===== src/rtl/hold_1_mon_pkg.sv =====
// hold_1_mon_pkg: shared line ids and the hold record layout for hold_1_mon.
package hold_1_mon_pkg;
  localparam int REC_CNT_W = 8;
  localparam logic ID_G = 1'b0;
  localparam logic ID_F = 1'b1;
  typedef struct packed {
    logic                 id;
    logic [REC_CNT_W-1:0] len;
  } rec_t;
endpackage


===== src/rtl/hold_1_rec_fifo.sv =====
// hold_1_rec_fifo: synchronous show-ahead FIFO for hold records.
// Ports: clk, rst (async, active-high); push/din write; pop advances the
// head; head shows the oldest entry (zero when empty); full/empty flags.
// A pop at full frees the slot for a push in the same cycle.
module hold_1_rec_fifo #(
  parameter int W     = 9,
  parameter int DEPTH = 4
) (
  input  logic         clk,
  input  logic         rst,
  input  logic         push,
  input  logic [W-1:0] din,
  input  logic         pop,
  output logic [W-1:0] head,
  output logic         full,
  output logic         empty
);
  localparam int AW = $clog2(DEPTH);
  logic [W-1:0]  mem [DEPTH];
  logic [AW-1:0] wp, rp;
  logic [AW:0]   cnt;
  logic          do_pop, do_push;
  assign full    = cnt == (AW+1)'(DEPTH);
  assign empty   = cnt == '0;
  assign do_pop  = pop && !empty;
  assign do_push = push && (!full || do_pop);
  assign head    = empty ? '0 : mem[rp];
  always_ff @(posedge clk or posedge rst)
    if (rst) begin
      wp  <= '0;
      rp  <= '0;
      cnt <= '0;
    end else begin
      wp  <= wp + AW'(do_push);
      rp  <= rp + AW'(do_pop);
      cnt <= cnt + (AW+1)'(do_push) - (AW+1)'(do_pop);
    end
  always_ff @(posedge clk)
    if (do_push) mem[wp] <= din;
endmodule


===== src/rtl/hold_1_mon.sv =====
// hold_1_mon: measures high runs on lines g and f and streams {id, len} records.
// Ports: clk, rst (async, active-high); g, f held lines; rec_valid/rec_ready
// stream handshake with rec_id (0 = g, 1 = f) and rec_len; ovf sticky drop
// flag cleared by ovf_clr (a same-cycle drop wins).
module hold_1_mon
  import hold_1_mon_pkg::*;
#(
  parameter int CNT_W = 8,
  parameter int DEPTH = 4
) (
  input  logic             clk,
  input  logic             rst,
  input  logic             g,
  input  logic             f,
  output logic             rec_valid,
  input  logic             rec_ready,
  output logic             rec_id,
  output logic [CNT_W-1:0] rec_len,
  output logic             ovf,
  input  logic             ovf_clr
);
  localparam logic [CNT_W-1:0] MAX = '1;
  logic [CNT_W-1:0] cnt_g, cnt_f, len_g, len_f;
  logic             pend_v_g, pend_v_f;
  logic             cap_g, cap_f, push_g, push_f, drop_g, drop_f;
  logic             space, full, empty, pop;
  logic [CNT_W:0]   din, head;
  // A run ends on the first low sample after a nonzero count.
  assign cap_g  = !g && cnt_g != '0;
  assign cap_f  = !f && cnt_f != '0;
  // A same-cycle pop makes room even when the FIFO is full.
  assign space  = !full || pop;
  assign push_g = pend_v_g && space;
  assign push_f = pend_v_f && space && !pend_v_g;
  assign drop_g = cap_g && pend_v_g && !push_g;
  assign drop_f = cap_f && pend_v_f && !push_f;
  assign din    = push_g ? {ID_G, len_g} : {ID_F, len_f};
  assign rec_valid = !empty;
  assign pop       = rec_valid && rec_ready;
  assign {rec_id, rec_len} = head;
  always_ff @(posedge clk or posedge rst)
    if (rst) begin
      cnt_g    <= '0;
      cnt_f    <= '0;
      len_g    <= '0;
      len_f    <= '0;
      pend_v_g <= 1'b0;
      pend_v_f <= 1'b0;
      ovf      <= 1'b0;
    end else begin
      cnt_g    <= g ? (cnt_g == MAX ? cnt_g : cnt_g + 1'b1) : '0;
      cnt_f    <= f ? (cnt_f == MAX ? cnt_f : cnt_f + 1'b1) : '0;
      if (cap_g && !drop_g) len_g <= cnt_g;
      if (cap_f && !drop_f) len_f <= cnt_f;
      pend_v_g <= cap_g || (pend_v_g && !push_g);
      pend_v_f <= cap_f || (pend_v_f && !push_f);
      ovf      <= drop_g || drop_f || (ovf && !ovf_clr);
    end
  hold_1_rec_fifo #(.W(CNT_W + 1), .DEPTH(DEPTH)) u_fifo (
    .clk   (clk),
    .rst   (rst),
    .push  (push_g || push_f),
    .din   (din),
    .pop   (pop),
    .head  (head),
    .full  (full),
    .empty (empty)
  );
endmodule

===== config.mk =====
export PLATFORM = sky130hd
export DESIGN_NAME = hold_1_mon
export DESIGN_NICKNAME = d
export VERILOG_FILES = /design/src/rtl/hold_1_mon_pkg.sv /design/src/rtl/hold_1_rec_fifo.sv /design/src/rtl/hold_1_mon.sv
export SDC_FILE = /design/constraint.sdc
export NUM_CORES = 1
export LEC_CHECK = 0
export ABC_AREA = 1
export ABC_CLOCK_PERIOD_IN_PS = 5900
export CORE_MARGIN = 8
export CORE_UTILIZATION = 55
export CTS_BUF_LIST = sky130_fd_sc_hd__clkbuf_4
export DETAILED_ROUTE_END_ITERATION = 10
export GPL_ROUTABILITY_DRIVEN = 0
export PLACE_DENSITY = 0.73
export SLEW_MARGIN = 10
export SYNTH_ARGS = -nofsm -noshare
export SYNTH_HDL_FRONTEND = slang
export SYNTH_HIERARCHICAL = 1
export SYNTH_SLANG_ARGS = --single-unit

===== constraint.sdc =====
create_clock -name clk -period 5.9 [get_ports clk]
set_clock_uncertainty 0.15 [all_clocks]
set_input_delay 1.18 -clock clk [delete_from_list [all_inputs] [get_ports clk]]
set_output_delay 1.18 -clock clk [all_outputs]
set_load 0.01 [all_outputs]

==> results of run 1 <==
==> registers in the layout, indices dropped and copies added, names as in the netlist <==
signal	cells
cnt_f	8
cnt_g	8
len_f	8
len_g	8
ovf	1
pend_v_f	1
pend_v_g	1
u_fifo/cnt	3
u_fifo/mem	36
u_fifo/rp	2
u_fifo/wp	2
==> per-layer routing <==
metal | vias up | part of all wire [%] | routed length, um
met1 | 1206 | 45 | 3140
met5 | - | 0 | 0
met4 | 0 | 1.5 | 104
met2 | 50 | 50 | 3510
met3 | 9 | 3.4 | 235
li1 | 1399 | - | -
==> worst max-delay path, stage by stage (launching register included) <==
cell and delay, ns:
dfrtp_1 0.82, inv_6 0.19, nand2_1 0.11, nand3_1 0.11, a21oi_2 0.15, clkdlybuf4s50_1 0.54
==> placed cells by master (no fill, tap or decap), drive strengths merged <==
cell	synthesis	final
nand2	144	144
inv	69	70
nand3	58	58
dfrtp	42	42
edfxtp	36	36
nor2	18	18
clkdlybuf4s50	0	16
nand4	10	10
a21oi	10	10
clkbuf	0	9
o21ai	9	9
ha	7	7
clkinv	1	5
xor2	3	3
nor3	3	3
or2	2	2
nor3b	1	1
nand3b	1	1
a21boi	1	1
bufinv	0	1
clkinvlp	0	1
buf	11	1
xnor2	1	1
fa	1	1
==> power by group <==
group | switching, mW | internal [mW]
Combinational | 0.336 | 0.251
Sequential | 0.0838 | 0.684
Clock | 0.175 | 0.127
Total | 0.595 | 1.06
==> worst min path at each step <==
stage | start | to | slack, ns | cells past startpoint
after floorplan | len_f[0] | len_f[0] | 0.29 | 2
after global placement | len_g[7] | len_g[7] | 0.31 | 2
after detailed placement | len_f[2] | len_f[2] | 0.31 | 2
after CTS | len_f[3] | len_f[3] | 0.34 | 2
after global routing | len_g[1] | len_g[1] | 0.37 | 2
final | len_f[3] | len_f[3] | 0.34 | 2
==> cell families after synthesis <==
kind of cell	count (synthesis)	synth area share (%)
AOI/OAI and AO/OA	20	4.02
and+or+nand+nor	237	29.4
adders and majority gates	8	2.72
xor gates and xnor gates	4	0.886
buffers and inverters	81	9.02
DFF	78	53.9
==> through the flow <==
step	hold WS [ns]	worst slack (ns)	util (%)
after floorplan	0.292	3.04	-
final	0.337	2.25	60.4
after global placement	0.309	2.35	58.6
after CTS	0.342	2.20	60.4
after global routing	0.369	2.12	60.4
after detailed placement	0.314	2.23	58.6
==> final cells by class <==
cell class	count	area, um^2	share of cell area [%]
multi-input combinational	269	1470	34.2
sequential	78	2130	49.7
tap	99	124	2.89
timing repair buffer	17	168	3.91
inverter	70	268	6.24
clock buffer	9	67.6	1.58
clock inverter	7	63.8	1.49
==> results.cfg, run 1 <==
[outcome]
status = finished clean

[sta]
setup-violations-final = 0
layout_worst_path_cycle_share_pct = 61.9
worstMarginPinSlew_ns = 0.813
min_period_ns = 3.65
slew_headroom_pct = 45.6
fmax_mhz = 274
finalSetupTns_ns = 0
hold_viol_final = 0
maxSlewViolCount = 0
grt_setup_unrepaired = false

[place]
io_buffers = 16
hpwlAfterDp_mm = 5.14
placed_cell_area_um2 = 4160
dp.cells = 533

[cts]
cts_resized = 0
clock_latency_ns = 0.40
cts_buffers = 9
tritoncts = done
ctsHoldBuffers = 0
ctsRootBufferMaster = clkbuf_4
post_cts_buffers = 0
cts.clk_slew.worst_paths_ns = 0.12
clockBufferDepth = 2
cts.sinks = 78
htreeDepth = 3

[setup_path]
worstPathRequired_ns = 4.57
crit_end = rec_len[6]
ff2ff_path_depth = 13
worst_ep_arrival_time_ns = 2.32
r2r_start = u_fifo/cnt[1]
worst_setup_path_start_kind = flop
cp-end-kind = output pin
critPathMaxFanout = 20
rrSetupSlack_ns = 2.99
r2r_end = u_fifo/cnt[2]
crit_type = flop to output pin
crit_path_start = u_fifo/rp[0]

[grt]
grt_use_met3_pct = 2.28
antenna_found_initial = 0
grt-ovfl-total = 0
grt_pass1_vias = 2568
grt-busiest-layer = met2
grt_util_all_layers_pct = 14.9
grt_pass1_wl_mm = 11.8
gr-usage-met1_pct = 17.9
grt_max_degree = 36
grtUsageMet2_pct = 25.0

[logic_synthesis]
synth_cell_types = 34
yosys_warnings = 6
synth_top_cell_by_area = edfxtp_1
synth_nets = 442
synth_top_area_share_pct = 27.3
synth_flop_cell = dfrtp_1
netlist_area_um2 = 3950
ys_top_cells_by_area = edfxtp_1 (27%), dfrtp_1 (27%), nand2_1 (12%)
ys_seq_elements = 78
yosysMostFrequentCell = nand2_1
yosys-top-cells-count = nand2_1 (131), inv_1 (63), nand3_1 (46), dfrtp_1 (42), edfxtp_1 (36)
synthCells = 428
synth_area_per_cell_um2 = 9.24
synthArstFlopShare_pct = 53.8
ys_seq_area_share_pct = 53.9
synth_edf_count = 36

[final_layout]
fin_cells = 549
layout.nets = 459
drive_gt1_share_pct = 15.8
antenna_cells = 0
fill_cells = 643
final_cell_area_um2 = 4290
syn2layout_area_growth_pct = 8.45

[worst_hold_path]
min_path_type = flop to flop

[drt]
wl_per_cell_um = 12.7
drt-initial-drc-count = 81
via_count = 2664
drt-total-wl_mm = 6.99
antenna_left = 0
via_per_inst = 4.85
detail_route.first_pass.iterations = 4
drc_errors = 0

[job]
maxCapViolCount = 0

[power_and_ir_drop]
power_mw = 1.66
peakVddDrop_mv = 0.173
power_density_nw_per_um2 = 386
p_leak_nw = 2.11

[die]
coreArea_um2 = 7100
initial_utilization_pct = 55.7
die_area_um2 = 10200
die_height_um = 101
rows = 31
io-pin-count = 17
die_x_um = 101
Note: power is estimated with default switching activity, not from simulation.
==> inputs of run 2 (changes only) <==
ABC_CLOCK_PERIOD_IN_PS = 3240   (was 5900)
PLACE_DENSITY = 0.76   (was 0.73)
clock period = 3.24 ns   (was 5.9 ns; I/O delays follow)
==> run 2 against run 1 <==
Sequential share of layout area is 1.1 points lower. Clock power is 130% higher. Wire length decreased by 1.2%. Critical endpoint is now rec_len[2]. Combinational power up 100%. Via count increased by 2.0%. Worst setup slack worse by 1.8 ns. Clock-buffer cell count unchanged. Total power increased by 96%. First-iteration DRC count is 51% higher. Non-clock buffer count increased by 7. Global-route usage grew 0.13 points.
==> results.cfg, run 2 (synthesis gave the netlist of run 1 again) <==
[cts]
cts.clk_slew.worst_paths_ns = 0.11
post_cts_buffers = 0
tritoncts = done
clock_latency_ns = 0.40
cts.sinks = 78
cts_buffers = 9
clockBufferDepth = 2
htreeDepth = 3
cts_resized = 0
ctsRootBufferMaster = clkbuf_4
ctsHoldBuffers = 0

[place]
dp.cells = 540
pre_cts_slack_ns = 0.303
placed_cell_area_um2 = 4210
io_buffers = 16
hpwlAfterDp_mm = 4.97

[grt]
grt_pass1_vias = 2597
antenna_found_initial = 0
grt_pass1_wl_mm = 11.8
grt-ovfl-total = 0
grt_max_degree = 36
grt_util_all_layers_pct = 15.0

[power_and_ir_drop]
power_mw = 3.24
pwr-share-seq_pct = 41.3
p_leak_nw = 2.17
intPower_mw = 2.13
p_sw_mw = 1.11
power_density_nw_per_um2 = 738
p_sw_share_pct = 34.2
clockPowerShare_pct = 21.8
peakVddDrop_mv = 0.265
combPwrFrac_pct = 36.9

[drt]
via_count = 2718
drc_errors = 0
drt-total-wl_mm = 6.91
antenna_left = 0
detail_route.first_pass.iterations = 4
via_per_inst = 4.89
drt-initial-drc-count = 122
wl_per_cell_um = 12.4

[setup_path]
critical-path-top-delay-family = buffers and inverters
crit_type = flop to output pin
cp.depth = 5
worst_setup_path_start_kind = flop
path_buf_inv = 2
critPathMaxFanout = 15
slowest_stage = clkdlybuf4s50_1
rrSetupSlack_ns = 0.53
worstPathRequired_ns = 2.44
worst_ep_arrival_time_ns = 2.02
ff2ff_path_depth = 13
cpPeakStageDelay_ns = 0.55
cp_cell_sequence = buf_4, nand2_1, nand3_1, a21oi_2, clkdlybuf4s50_1
cp-end-kind = output pin

[sta]
fmax_mhz = 354
min_period_ns = 2.82
layout_worst_path_cycle_share_pct = 87.1
hold_ws_ns = 0.334
setup_slack_ns = 0.417
hold_viol_final = 0
grt_setup_unrepaired = false
slew_headroom_pct = 67.0
worstMarginPinSlew_ns = 0.493
maxSlewViolCount = 0
finalSetupTns_ns = 0
setup-violations-final = 0

[final_layout]
drive_gt1_share_pct = 17.5
largest_reg_flops = 36
syn2layout_area_growth_pct = 11.0
layout.nets = 466
fin_util_pct = 61.8
fin_cells = 556
antenna_cells = 0
final_cell_area_um2 = 4390
layout_commonest_cell = nand2_1
regMostFlops = u_fifo/mem
final_cell_mix = nand2_1 (131), inv_1 (63), nand3_1 (46), dfrtp_1 (42), edfxtp_1 (36)

[die]
die_area_um2 = 10200
io-pin-count = 17
initial_utilization_pct = 55.7
coreArea_um2 = 7100
die_x_um = 101
die_height_um = 101
rows = 31

[worst_hold_path]
min_path_type = flop to flop
hold_path_depth = 2

[outcome]
status = finished clean

[job]
maxCapViolCount = 0
## run 2: cell types whose count changed in the layout (fill, tap and decap cells not counted), sizes merged
cell,delta
buf,+7
bufinv,+2
clkinv,-1
inv,-1
## run 2: layout make-up
class / count / area, um^2
Multi-Input combinational cell: 269 / 1470
Tap cell: 99 / 124
Clock buffer: 9 / 67.6
Clock inverter: 7 / 113
Inverter: 70 / 268
Sequential cell: 78 / 2130
Timing Repair Buffer: 24 / 220
Fill cell: 607 / 2710
## run 2: path summary, 6_finish.rpt
check,from,to
min,len_f[2],len_f[2]
max reg2reg,u_fifo/cnt[1],u_fifo/cnt[2]
min reg2reg,len_f[2],len_f[2]
max,u_fifo/rp[0],rec_len[2]
max in group asynchronous,rst,len_f[4]
min in group asynchronous,rst,u_fifo/cnt[2]
## run 2: layer usage
| layer | part of all wire (%) | up-vias | GRT usage, % |
|---|---|---|---|
| met3 | 3.8 | 10 | 4.01 |
| li1 | - | 1410 | - |
| met4 | 1.9 | 0 | 6.16 |
| met5 | 0 | - | 0 |
| met2 | 49 | 37 | 25.3 |
| met1 | 45 | 1261 | 17.6 |
## run 2: power by group through the flow
stage                     logic [mW]  registers [mW]  clock network [mW]
after global routing            1.33            1.36               0.764
after global placement          1.17            1.35                   0
final                           1.20            1.34               0.708
after CTS                       1.22            1.34               0.727
after floorplan                0.855            1.33                   0
after detailed placement        1.22            1.36                   0
## run 2: worst min-delay path: stages (launching register included)
cell     delay, ns
dfrtp_1       0.36
nand2_1       0.05
nand2_1       0.05
==> inputs of run 3 (changes only) <==
CORE_UTILIZATION = 59   (was 55)
DONT_BUFFER_PORTS = 1   (was default)
PLACE_DENSITY = 0.78   (was 0.76)
==> run 3 against run 2 <==
Sequential share of layout area is 2.4 points higher. Largest power group unchanged. Cell area decreased by 4.7%. Sequential power hardly changed. Worst setup slack better by 0.10 ns. Die area shrank 5.7%. Critical endpoint is now u_fifo/cnt[2].
==> results.cfg, run 3 (synthesis gave the netlist of run 1 again) <==
[outcome]
status = finished clean

[sta]
hold_viol_final = 0
layout_worst_path_cycle_share_pct = 84.0
grt_setup_unrepaired = false
slew_headroom_pct = 71.7
worstMarginPinSlew_ns = 0.425
finalSetupTns_ns = 0
fmax_mhz = 367
min_period_ns = 2.72
maxSlewViolCount = 0
setup-violations-final = 0

[cts]
clock_latency_ns = 0.42
cts.clk_slew.worst_paths_ns = 0.13
tritoncts = done
ctsRootBufferMaster = clkbuf_4
cts_buffers = 9
clockBufferDepth = 2
htreeDepth = 3
cts.sinks = 78

[final_layout]
regMostFlops = u_fifo/mem
syn2layout_area_growth_pct = 5.76
drive_gt1_share_pct = 18.1
layout.nets = 451
final_cell_area_um2 = 4180
layout_commonest_cell = nand2_1
final_cell_mix = nand2_1 (131), inv_1 (63), nand3_1 (46), dfrtp_1 (42), edfxtp_1 (36)
antenna_cells = 0
largest_reg_flops = 36

[grt]
grt_max_degree = 36
grt-ovfl-total = 0
antenna_found_initial = 0
grt_pass1_vias = 2755
grt_pass1_wl_mm = 12.5
grt_util_all_layers_pct = 16.4

[place]
io_buffers = 0
hpwlAfterDp_mm = 5.26
placed_cell_area_um2 = 4030

[setup_path]
cp_cell_sequence = nor2_1, nand2_1, inv_2, inv_1, nand2_1, nand2_1, nand2_2, nand2_1, inv_1, nand2_1, nand2_1, ha_1, fa_1, xnor2_1
slowest_stage = dfrtp_1
path_buf_inv = 3
critPathMaxFanout = 13
crit_type = flop to flop
cp_common_cell = nand2_1
worst_setup_path_start_kind = flop
critical-path-top-delay-family = simple AND/OR/NAND/NOR gates
cpPeakStageDelay_ns = 0.40
cp-end-kind = flop
worstPathRequired_ns = 3.41
worst_ep_arrival_time_ns = 2.90

[drt]
drc_errors = 0
via_count = 2734
antenna_left = 0
drt-total-wl_mm = 7.17
detail_route.first_pass.iterations = 4
wl_per_cell_um = 13.7
drt-initial-drc-count = 106
via_per_inst = 5.24

[die]
die_x_um = 97.9
die_height_um = 97.9
io-pin-count = 17
initial_utilization_pct = 59.5
rows = 30
die_area_um2 = 9580
coreArea_um2 = 6640

[worst_hold_path]
min_path_type = primary input to async pin

[power_and_ir_drop]
power_density_nw_per_um2 = 701
p_leak_nw = 2.09
peakVddDrop_mv = 0.265

[job]
maxCapViolCount = 0
## run 3: changes by cell type in the layout (fill, tap and decap cells not counted)
cell / previous run / this run
bufinv_16: 3 / 1
clkdlybuf4s50_1: 16 / 0
dlygate4sd3_1: 0 / 1
inv_6: 1 / 4
clkinv_2: 3 / 0
clkinvlp_4: 1 / 3
## run 3: final timing paths
| kind | endpoint | cells after the start | from | slack (ns) |
|---|---|---|---|---|
| worst max-delay path | u_fifo/cnt[2] | 14 | u_fifo/cnt[1] | 0.52 |
| min in group clk | pend_v_f | 1 | f | 0.17 |
| worst max register to register | u_fifo/cnt[2] | 14 | u_fifo/cnt[1] | 0.52 |
| max in group asynchronous | u_fifo/wp[1] | 2 | rst | 2.30 |
| worst min register to register | len_g[7] | 2 | len_g[7] | 0.34 |
| worst min-delay path | len_g[4] | 2 | rst | 0.04 |
## run 3: worst reg2reg max path, stage by stage (launching register included)
cell	delay (ns)
dfrtp_1	0.40
nor2_1	0.07
nand2_1	0.09
inv_2	0.05
inv_1	0.12
nand2_1	0.11
nand2_1	0.28
nand2_2	0.22
nand2_1	0.18
inv_1	0.05
nand2_1	0.12
nand2_1	0.08
ha_1	0.21
fa_1	0.38
xnor2_1	0.13
## run 3: timing repair
item | 4_1_cts | 5_1_grt
gates resized for setup | 0 | 0
endpoints found under the setup margin | 0 | 0
endpoints found under the hold margin | 7 | 0
buffers inserted | 0 | 0
hold buffers | 1 | 0
## run 3: power by group
group / switching (mW) / total [mW] / internal, mW
Clock: 0.350 / 0.593 / 0.242
Combinational: 0.666 / 0.994 / 0.327
Sequential: 0.0997 / 1.34 / 1.24
Total: 1.12 / 2.93 / 1.81
## run 3: routing by layer
layer | GRT usage, % | vias to the layer above | wire (um)
met4 | 9.59 | 0 | 220
met3 | 4.20 | 19 | 243
li1 | - | 1379 | -
met2 | 28.3 | 48 | 3610
met1 | 17.8 | 1288 | 3090
met5 | 0 | - | 0
## run 3: area by class of cell
cell class	instances	area [um^2]
timing repair buffer	9	70.1
tap	80	100
inverter	70	268
sequential	78	2130
clock buffer	9	67.6
fill	552	2460
clock inverter	7	78.8
multi-input combinational	269	1470
## run 3: through the flow
| stage | hold WS [ns] | utilization [%] | instances | worst slack, ns | total power [mW] |
|---|---|---|---|---|---|
| after floorplan | 0.292 | - | 428 | 0.692 | 2.18 |
| after global routing | 0.0491 | 62.9 | 522 | 0.287 | 3.14 |
| after global placement | 0.311 | 60.6 | 505 | 0.680 | 2.32 |
| final | 0.0399 | 62.9 | 522 | 0.517 | 2.93 |
| after CTS | 0.0305 | 62.9 | 522 | 0.506 | 2.97 |
| after detailed placement | 0.311 | 60.6 | 505 | 0.520 | 2.38 |
